[config.mk]
export PLATFORM = sky130hd
export DESIGN_NAME = fetch_pc_unit
export DESIGN_NICKNAME = d
export VERILOG_FILES = /design/src/rtl/fetch_pc_unit.sv
export SDC_FILE = /design/constraint.sdc
export NUM_CORES = 1
export LEC_CHECK = 0
export CAP_MARGIN = 20
export CELL_PAD_IN_SITES_DETAIL_PLACEMENT = 0
export CELL_PAD_IN_SITES_GLOBAL_PLACEMENT = 1
export CORE_AREA = 2 2 364 366
export CTS_BUF_LIST = sky130_fd_sc_hd__clkbuf_4 sky130_fd_sc_hd__clkbuf_8 sky130_fd_sc_hd__clkbuf_16
export DETAILED_ROUTE_END_ITERATION = 16
export DIE_AREA = 0 0 366 368
export GPL_TIMING_DRIVEN = 0
export PLACE_DENSITY_LB_ADDON = 0.2
export SLEW_MARGIN = 20
export SYNTH_ARGS = -nofsm -noshare
export SYNTH_HDL_FRONTEND = slang
export SYNTH_SLANG_ARGS = --single-unit
[constraint.sdc]
create_clock -name clk -period 12 [get_ports clk]
set_input_delay 3.6 -clock clk [delete_from_list [all_inputs] [get_ports clk]]
set_output_delay 3.6 -clock clk [all_outputs]
set_load 0.01 [all_outputs]
[src/rtl/fetch_pc_unit.sv]
// Fetch PC generator with a direct-mapped BTB feeding next-PC selection.
// Latency: the selected next PC appears on pc_if one clock edge later; redirects cost no extra bubble.
// Backpressure: stall holds pc_if; redirect_valid overrides stall and the boot state.
module fetch_pc_unit #(
  parameter int XLEN = 32,
  parameter int BTB_ENTRIES = 16,
  parameter int IDX_W = 4,
  parameter logic [XLEN-1:0] RESET_PC = '0
) (
  input  logic            clk,
  input  logic            reset,
  input  logic            stall,
  input  logic            redirect_valid,
  input  logic [XLEN-1:0] redirect_pc,
  input  logic            bp_prediction,
  input  logic            upd_valid,
  input  logic [XLEN-1:0] upd_pc,
  input  logic [XLEN-1:0] upd_target,
  input  logic            upd_taken,
  input  logic            upd_is_jump,
  input  logic            btb_flush,
  output logic [XLEN-1:0] pc_if,
  output logic            pc_valid,
  output logic            predict_enable,
  output logic            pred_taken,
  output logic [XLEN-1:0] pred_target
);

  localparam int TAG_W = XLEN - IDX_W - 2;
  localparam logic [XLEN-1:0] PC_STEP = XLEN'(4);
  localparam logic [XLEN-1:0] WORD_MASK = ~(XLEN'(3));

  typedef enum logic {S_BOOT, S_RUN} state_t;

  state_t state, state_next;

  logic [BTB_ENTRIES-1:0] btb_valid;
  logic [TAG_W-1:0]       btb_tag    [BTB_ENTRIES];
  logic [XLEN-1:0]        btb_target [BTB_ENTRIES];
  logic                   btb_jump   [BTB_ENTRIES];

  logic [IDX_W-1:0] look_idx, upd_idx;
  logic [TAG_W-1:0] look_tag, upd_tag;
  logic             btb_hit;
  logic             btb_write;
  logic [XLEN-1:0]  next_pc;

  // Index and tag are taken from the word address; the byte offset never matters.
  assign look_idx = IDX_W'(pc_if >> 2);
  assign look_tag = TAG_W'(pc_if >> (IDX_W + 2));
  assign upd_idx  = IDX_W'(upd_pc >> 2);
  assign upd_tag  = TAG_W'(upd_pc >> (IDX_W + 2));

  // Only taken resolutions allocate; direction for not-taken is the predictor's job.
  assign btb_write = upd_valid & upd_taken;

  // State register: boot lasts exactly one cycle after reset.
  always_ff @(posedge clk or posedge reset) begin
    if (reset) state <= S_BOOT;
    else       state <= state_next;
  end

  // Next-state logic: boot always advances, run is terminal.
  always_comb begin
    state_next = state;
    if (state == S_BOOT) state_next = S_RUN;
  end

  // Output logic: fetches are only real once running.
  always_comb begin
    pc_valid = (state == S_RUN);
  end

  assign predict_enable = pc_valid & ~stall;

  // Combinational BTB lookup on the current fetch PC.
  always_comb begin
    btb_hit     = btb_valid[look_idx] && (btb_tag[look_idx] == look_tag);
    pred_taken  = pc_valid & btb_hit & (btb_jump[look_idx] | bp_prediction);
    pred_target = btb_hit ? btb_target[look_idx] : '0;
  end

  // Next-PC priority: redirect, then boot/stall hold, then prediction, then sequential.
  always_comb begin
    next_pc = pc_if + PC_STEP;
    if (redirect_valid)         next_pc = redirect_pc & WORD_MASK;
    else if (state == S_BOOT)   next_pc = pc_if;
    else if (stall)             next_pc = pc_if;
    else if (pred_taken)        next_pc = pred_target;
  end

  // Fetch PC register.
  always_ff @(posedge clk or posedge reset) begin
    if (reset) pc_if <= RESET_PC;
    else       pc_if <= next_pc;
  end

  // Valid bits: flush wins over a same-cycle allocation so the entry ends invalid.
  always_ff @(posedge clk or posedge reset) begin
    if (reset)          btb_valid <= '0;
    else if (btb_flush) btb_valid <= '0;
    else if (btb_write) btb_valid[upd_idx] <= 1'b1;
  end

  // Entry payload; contents are meaningless while the valid bit is clear, so no reset.
  always_ff @(posedge clk) begin
    if (btb_write && !btb_flush) begin
      btb_tag[upd_idx]    <= upd_tag;
      btb_target[upd_idx] <= upd_target & WORD_MASK;
      btb_jump[upd_idx]   <= upd_is_jump;
    end
  end

endmodule

# Word level (Yosys, flattened, before mapping)
# Memory sizes are Yosys's and may differ from the RTL's.
# Index checks and enable logic that the tools add are counted.
dict set report classes {
  n_reduce_logical 7
  add_sub_neg 1
  eq_ne 2
  order_cmp 3
  n_mux 13
  n_bitwise 7
}
# operator n
set op_table {}
lappend op_table {{$mux 32} 5}
lappend op_table {{$add 32x3->32 const B} 1}
lappend op_table {{$mux 16} 2}
lappend op_table {{$eq 26x26->1} 1}
lappend op_table {{$or 16x16->16} 1}
lappend op_table {{$lt 4x5->1 const B} 2}
lappend op_table {{$and 1x1->1} 4}
lappend op_table {{$bmux 1 s4} 1}
lappend op_table {{$demux 1 s4} 1}
lappend op_table {{$ge 4x1->1 const B} 1}
lappend op_table {{$mux 1} 4}
lappend op_table {{$reduce_bool 2->1} 2}
lappend op_table {{$logic_and 1x1->1} 3}
lappend op_table {{$ne 2x1->1 const B} 1}
lappend op_table {{$reduce_and 2->1} 1}
lappend op_table {{$logic_not 1->1} 1}
lappend op_table {{$not 1->1} 1}
lappend op_table {{$or 1x1->1} 1}
dict set report word_totals {
  mem_bits_rw 912
  input_bits 105
  mem_count 3
  regBits 49
  output_inout_bits 67
}
# memory depth word_bits rd rd_ports_with_merged_regs write_ports line
set memory_table {}
lappend memory_table {btb_target 16 30 1 0 1 39} ;# logic [XLEN-1:0] btb_target [BTB_ENTRIES];
lappend memory_table {btb_tag 16 26 1 0 1 38} ;# logic [TAG_W-1:0] btb_tag [BTB_ENTRIES];
lappend memory_table {btb_jump 16 1 1 0 1 40} ;# logic btb_jump [BTB_ENTRIES];

# Logic depth before layout (Yosys ltp)
# Gate-level depths: netlist of run 1.
dict set report logic_depth {
  ltp_word 9
  ltp_mapped 14
}

# Worst setup path after synthesis of run 1
# Ideal clock, no wire load.
dict set report synth_path {
  kind {input -> output}
  from {in bp_prediction}
  to {out pred_taken}
  cell_stages 4
  setup_slack_ns 3.897
  n_path_buf 1
  arrival_ns 4.503
  path_cell_list {o21a_1 clkbuf_1 nand4_1 nor4_1}
}
dict set report synth_via {
  elab_chain_len 2
}
# element line
set synth_rtl {}
lappend synth_rtl {{start, declared} 15} ;# input logic bp_prediction,
lappend synth_rtl {{$or 1x1->1} 79} ;# pred_taken = pc_valid & btb_hit & (btb_jump[look_idx] | bp_prediction);
lappend synth_rtl {{$and 1x1->1} 79}
lappend synth_rtl {{end, declared} 25} ;# output logic pred_taken,
# Every way passes these cells.

# Worst setup path after layout of run 1
# Same ends and word-level chain as after synthesis.

==> qor.txt, run 1 <==
Filler instances: 12218
Antenna-violating nets left: 0
Starting DRT DRC Count: 2136
Max-Slew Margin vs Limit: 0.224
Initial Util: 0.298
Post-cts resize count: 0
Die ar.: 135000 µm²
Gp weighted congestion: 0.830
Post-CTS Setup Bufs: 0
Arr. time, crit path: 6.68 ns
Outcome: finished clean
Syn Std Cell Area: 39000 µm²
H-tree Lvls: 3
CP Launch Type: input pin
Met2 wire len: 59200 µm
Crit. End Element: primary output
Avg Synthesized Cell Area: 19.4 µm²
Commonest non-fill, non-tap cells in the layout: 912 x edfxtp_1, 230 x mux4_2, 159 x clkdlybuf4s50_1
Post-Synth XOR/XNOR Area: 0.0133
FF-to-FF setup slack: 6.57 ns
First-pass GRT wire length: 175000 µm
Min Tclk post-route: 10.28 ns
Ys flop type: edfxtp_1
Flops & latches, synth: 959
Reg clk slew, reported paths: 0.06 ns
Die width: 366 µm
Fin util: 0.367
Clk buf depth: 3
WS Path Type: in -> out
GRT Overall Usage: 0.187
Pwr Density: 166 nW/µm²
Cells after Synth: 2010
Commonest non-fill, non-tap cell in the layout: edfxtp_1
Sequential share of the synthesized area: 0.732
Final setup vio count: 0
Critical-path maximum fanout: 10
Share of cells above drive strength 1: 0.244
Adder-cell share of the synthesized area: 0.000321
Post-synthesis compound-gate area fraction: 0.0266
Largest net degree at the start of global routing: 48
Asr flop ratio synth: 0.0490
Final Max Slew Viols: 0
DRT Pass-1 Iters: 6
Die Y: 368 µm
Largest family of logic cells by synthesized area: multiplexers
Gr ovfl total: 0
CTS Buf Count: 105
Final Cycle Share: 0.856
Top routing layer in use: met5
Vias in the first global route: 21840
Unrepaired setup endpoints after global routing: false
CP endpoint: pred_taken
Met3 WL: 9380 µm
Yosys warns: 0
Fmax: 0.0973 GHz
Mux contribution to synthesized area: 0.158
Simple-gate share of the synthesized area: 0.0476
Cts hold-fix bufs: 0
Initial antenna violation count: 10
Pleak: 15.3 nW
Maximum VDD drop: 0.000134 V
Final hold slack: 0.544 ns
RR Startpoint: pc_if[2]
Port Buf Inserts: 159
Worst-Skew Late Latency: 0.70 ns
Via/cell ratio: 5.09
Hpwl dp: 89900 µm
Endpoints failing hold: 0
CP startpoint: bp_prediction
R2R cell count: 13
Clock Tree Root: clkbuf_16
Per-cell routed wire length: 30.4 µm
EDFF count, synth: 912
Layout Skew: 0.0255 ns
Worst Path Required: 8.40 ns
Worst Tran Pin Value: 1.16 ns
RR Endpoint: pc_if[22]
Metal-1 WL: 56700 µm
Worst hold path type: reg -> reg
Unique masters post-synth: 73
CTS Sinks: 959
Drt drc: 0
CTS tree: yes
Max Cap Viol: 0
Io pins: 172
Post-layout net count: 2452
Core box area: 131000 µm²
Row count: 133
Layout Area Growth over Synthesis: 23.3%
Post-Route WL: 128000 µm
Vias: 21350
## routing by layer
metal | vias to the layer above | global-route usage
li1 | 8912 | -
met1 | 11518 | 0.265
met2 | 762 | 0.295
met3 | 148 | 0.0425
met4 | 10 | 0.0388
met5 | - | 0
## registers in the layout (all words and copies together), names as in the netlist
name,count
btb_target,480
pc_if,30
btb_valid,16
btb_jump,16
btb_tag,416
pc_valid,1
## how the worst min path moves through the flow
stage                        from            end  slack (ns)  cells after the start
finish               btb_valid[9]   btb_valid[9]        0.54                      2
global route        btb_valid[14]  btb_valid[14]        0.58                      2
CTS                  btb_valid[9]   btb_valid[9]        0.55                      2
detailed placement   btb_valid[7]   btb_valid[7]        0.54                      2
global placement     btb_valid[2]   btb_valid[2]        0.53                      2
floorplan            btb_valid[0]   btb_valid[0]        0.51                      2
## worst max-delay path: stages
cell             delay [ns]
clkdlybuf4s50_1        0.63
o21a_1                 0.30
clkbuf_1               0.49
nand4_1                0.17
nor4_1                 0.76
clkdlybuf4s50_1        0.71
## cell type report
type,instances,area [µm²],share of cell area
diodes,4,10.0,0.000208
plain buffers,131,738,0.0154
clock buffers,132,2910,0.0605
clock inverters,65,647,0.0135
inverters,25,96.3,0.00200
multi-input cells,898,9740,0.203
flip-flops and latches,959,28600,0.594
well taps,1755,2200,0.0457
repair buffers,226,3170,0.0660
## cells by family after synthesis
kind of cell             Yosys count
AO/OA/AOI/OAI                    152
XOR/XNOR                          59
adder cells (fa/ha/maj)            1
buffers and inverters            156
flip-flops                       959
multiplexers                     321
other                              2
AND/OR/NAND/NOR                  360
## metrics by stage
step                setup TNS, ns  setup slack (ns)  instances  instance area, µm²  total power (W)
global route                    0              1.62       4191               48100          0.00820
detailed placement              0              1.69       3994               44500          0.00473
finish                          0              1.72       4195               48100          0.00796
floorplan                       0              3.90       2013               39000          0.00431
global placement           -34.92            -0.331       3927               42800          0.00471
CTS                             0              1.69       4191               48100          0.00804
## synthesized netlist by cell type, drive strengths merged, types with 13 or more instances
| cell type | number | area share |
|---|---|---|
| edfxtp | 912 | 0.70 |
| mux4 | 234 | 0.14 |
| nand2 | 136 | 0.013 |
| buf | 75 | 0.013 |
| mux2i | 74 | 0.019 |
| clkbuf | 56 | 0.0057 |
| dfrtp | 47 | 0.030 |
| xnor2 | 40 | 0.0090 |
| and2 | 37 | 0.0059 |
| nor4 | 37 | 0.0064 |
| nor2 | 35 | 0.0034 |
| or3 | 31 | 0.0050 |
| a31oi | 30 | 0.0048 |
| o21ai | 30 | 0.0039 |
| o22ai | 25 | 0.0040 |
| inv | 24 | 0.0023 |
| xor2 | 19 | 0.0043 |
| nand3 | 18 | 0.0023 |
| a22oi | 13 | 0.0025 |
| mux2 | 13 | 0.0038 |
## where the power goes
part | switching, W | internal [W] | leakage (nW)
combinational | 0.000535 | 0.000375 | 4.76
clock | 0.00135 | 0.00195 | 1.77
sequential | 0.0000433 | 0.00370 | 8.80
(Power assumes the default switching activity.)
==> run 2, diff against run 1 <==
- GPL_TIMING_DRIVEN: 0 -> unset
- SETUP_SLACK_MARGIN: unset -> 0.4
==> qor.txt, run 2 (same netlist as run 1, synthesis figures left out) <==
Outcome: finished clean
Final Max Slew Viols: 0
Antenna-violating nets left: 0
Endpoints failing hold: 0
Per-cell routed wire length: 28.4 µm
Commonest non-fill, non-tap cells in the layout: 912 x edfxtp_1, 230 x mux4_2, 160 x clkdlybuf4s50_1
Initial Util: 0.298
Maximum VDD drop: 0.000105 V
Crit. End Element: primary output
DRT Pass-1 Iters: 6
Fin util: 0.351
Initial antenna violation count: 7
Worst path max stage delay: 0.91 ns
Fin area: 46000 µm²
First-pass GRT wire length: 162000 µm
Io pins: 172
Post-cts resize count: 0
WS Path Type: in -> out
Die width: 366 µm
Hpwl dp: 66300 µm
Final Cycle Share: 0.832
Fmax: 0.100 GHz
Drt drc: 0
CTS Buf Count: 102
Row count: 133
Port Buf Inserts: 161
CTS tree: yes
Clock Tree Root: clkbuf_16
Critical-path top delay cell: nor4_1
Footprint of the multi-input gates: 9760 µm²
Max-Slew Margin vs Limit: 0.223
Die ar.: 135000 µm²
Post-Place Cell Area: 42700 µm²
Post-Route WL: 115000 µm
Total chip power: 0.00767 W
Worst-Skew Late Latency: 0.69 ns
H-tree Lvls: 3
Vias: 20343
Layout Area Growth over Synthesis: 17.9%
Top reg by flops: btb_target
Final setup vio count: 0
Die Y: 368 µm
Filler instances: 12318
Largest net degree at the start of global routing: 105
Gp weighted congestion: 0.763
Worst Path Required: 8.40 ns
Core box area: 131000 µm²
Biggest regs: btb_target x480, btb_tag x416, pc_if x30
CP Launch Type: input pin
Post-layout net count: 2310
Gr ovfl total: 0
Max Cap Viol: 0
Layout Skew: 0.0211 ns
Worst Tran Pin Value: 1.15 ns
Post-CTS Setup Bufs: 0
Unrepaired setup endpoints after global routing: false
Via/cell ratio: 5.04
Arr. time, crit path: 6.39 ns
Commonest non-fill, non-tap cell in the layout: edfxtp_1
Reg clk slew, reported paths: 0.06 ns
Placed Cells: 3855
CTS Sinks: 959
Vias in the first global route: 21281
Min Tclk post-route: 9.99 ns
Cts hold-fix bufs: 0
Critical-path maximum fanout: 2
Setup_tns: 0 ns
Largest register FFs: 480
Clk buf depth: 3
Starting DRT DRC Count: 2118
FF-to-FF setup slack: 7.24 ns
Pleak: 14.5 nW
Reg area: 28600 µm²
Most used cell along the critical path: clkdlybuf4s50_1
Pwr Density: 167 nW/µm²
Worst hold path type: reg -> reg
Post-Layout Cell Count: 4039
GRT Overall Usage: 0.170
Share of cells above drive strength 1: 0.221
CP Cell Sequence: clkdlybuf4s50_1 -> o21a_1 -> nand4_1 -> nor4_1 -> clkdlybuf4s50_1
[run 2: layer usage]
metal	track usage	up-vias	share of wire
li1	-	8603	-
met1	0.245	11018	0.46
met2	0.269	608	0.47
met3	0.0276	110	0.055
met4	0.0383	4	0.017
met5	0	-	0.00017
[run 2: power by group]
group / switching (W) / internal [W]
clock network: 0.00129 / 0.00182
logic: 0.000461 / 0.000350
registers: 0.0000582 / 0.00370
[run 2: final timing paths]
check | end | cells past startpoint | from
min | btb_valid[13] | 2 | btb_valid[13]
min in group asynchronous | btb_valid[1] | 3 | reset
min reg2reg | btb_valid[13] | 2 | btb_valid[13]
max reg2reg | pc_if[23] | 9 | pc_if[4]
max in group asynchronous | pc_if[3] | 3 | reset
max | pred_taken | 5 | bp_prediction
[run 2: critical path: cells and delay by family]
family	cells	cell delay [ns]
AO/OA/AOI/OAI	1	0.33
buffers and inverters	2	1.37
AND/OR/NAND/NOR	2	1.07
[run 2: final cells by class]
| cell class | instances | share of cell area |
|---|---|---|
| Antenna cell | 2 | 0.000109 |
| Timing Repair Buffer | 218 | 0.0445 |
| Inverter | 25 | 0.00207 |
| Sequential cell | 959 | 0.622 |
| Multi-Input combinational cell | 898 | 0.212 |
| Clock buffer | 128 | 0.0609 |
| Tap cell | 1755 | 0.0478 |
| Clock inverter | 54 | 0.0105 |
[run 2: stage by stage]
stage / setup WS (ns) / hold slack [ns]
after floorplan: 3.90 / 0.513
after global placement: 2.06 / 0.526
after detailed placement: 2.11 / 0.531
after CTS: 2.10 / 0.541
after global routing: 2.02 / 0.580
final: 2.01 / 0.541
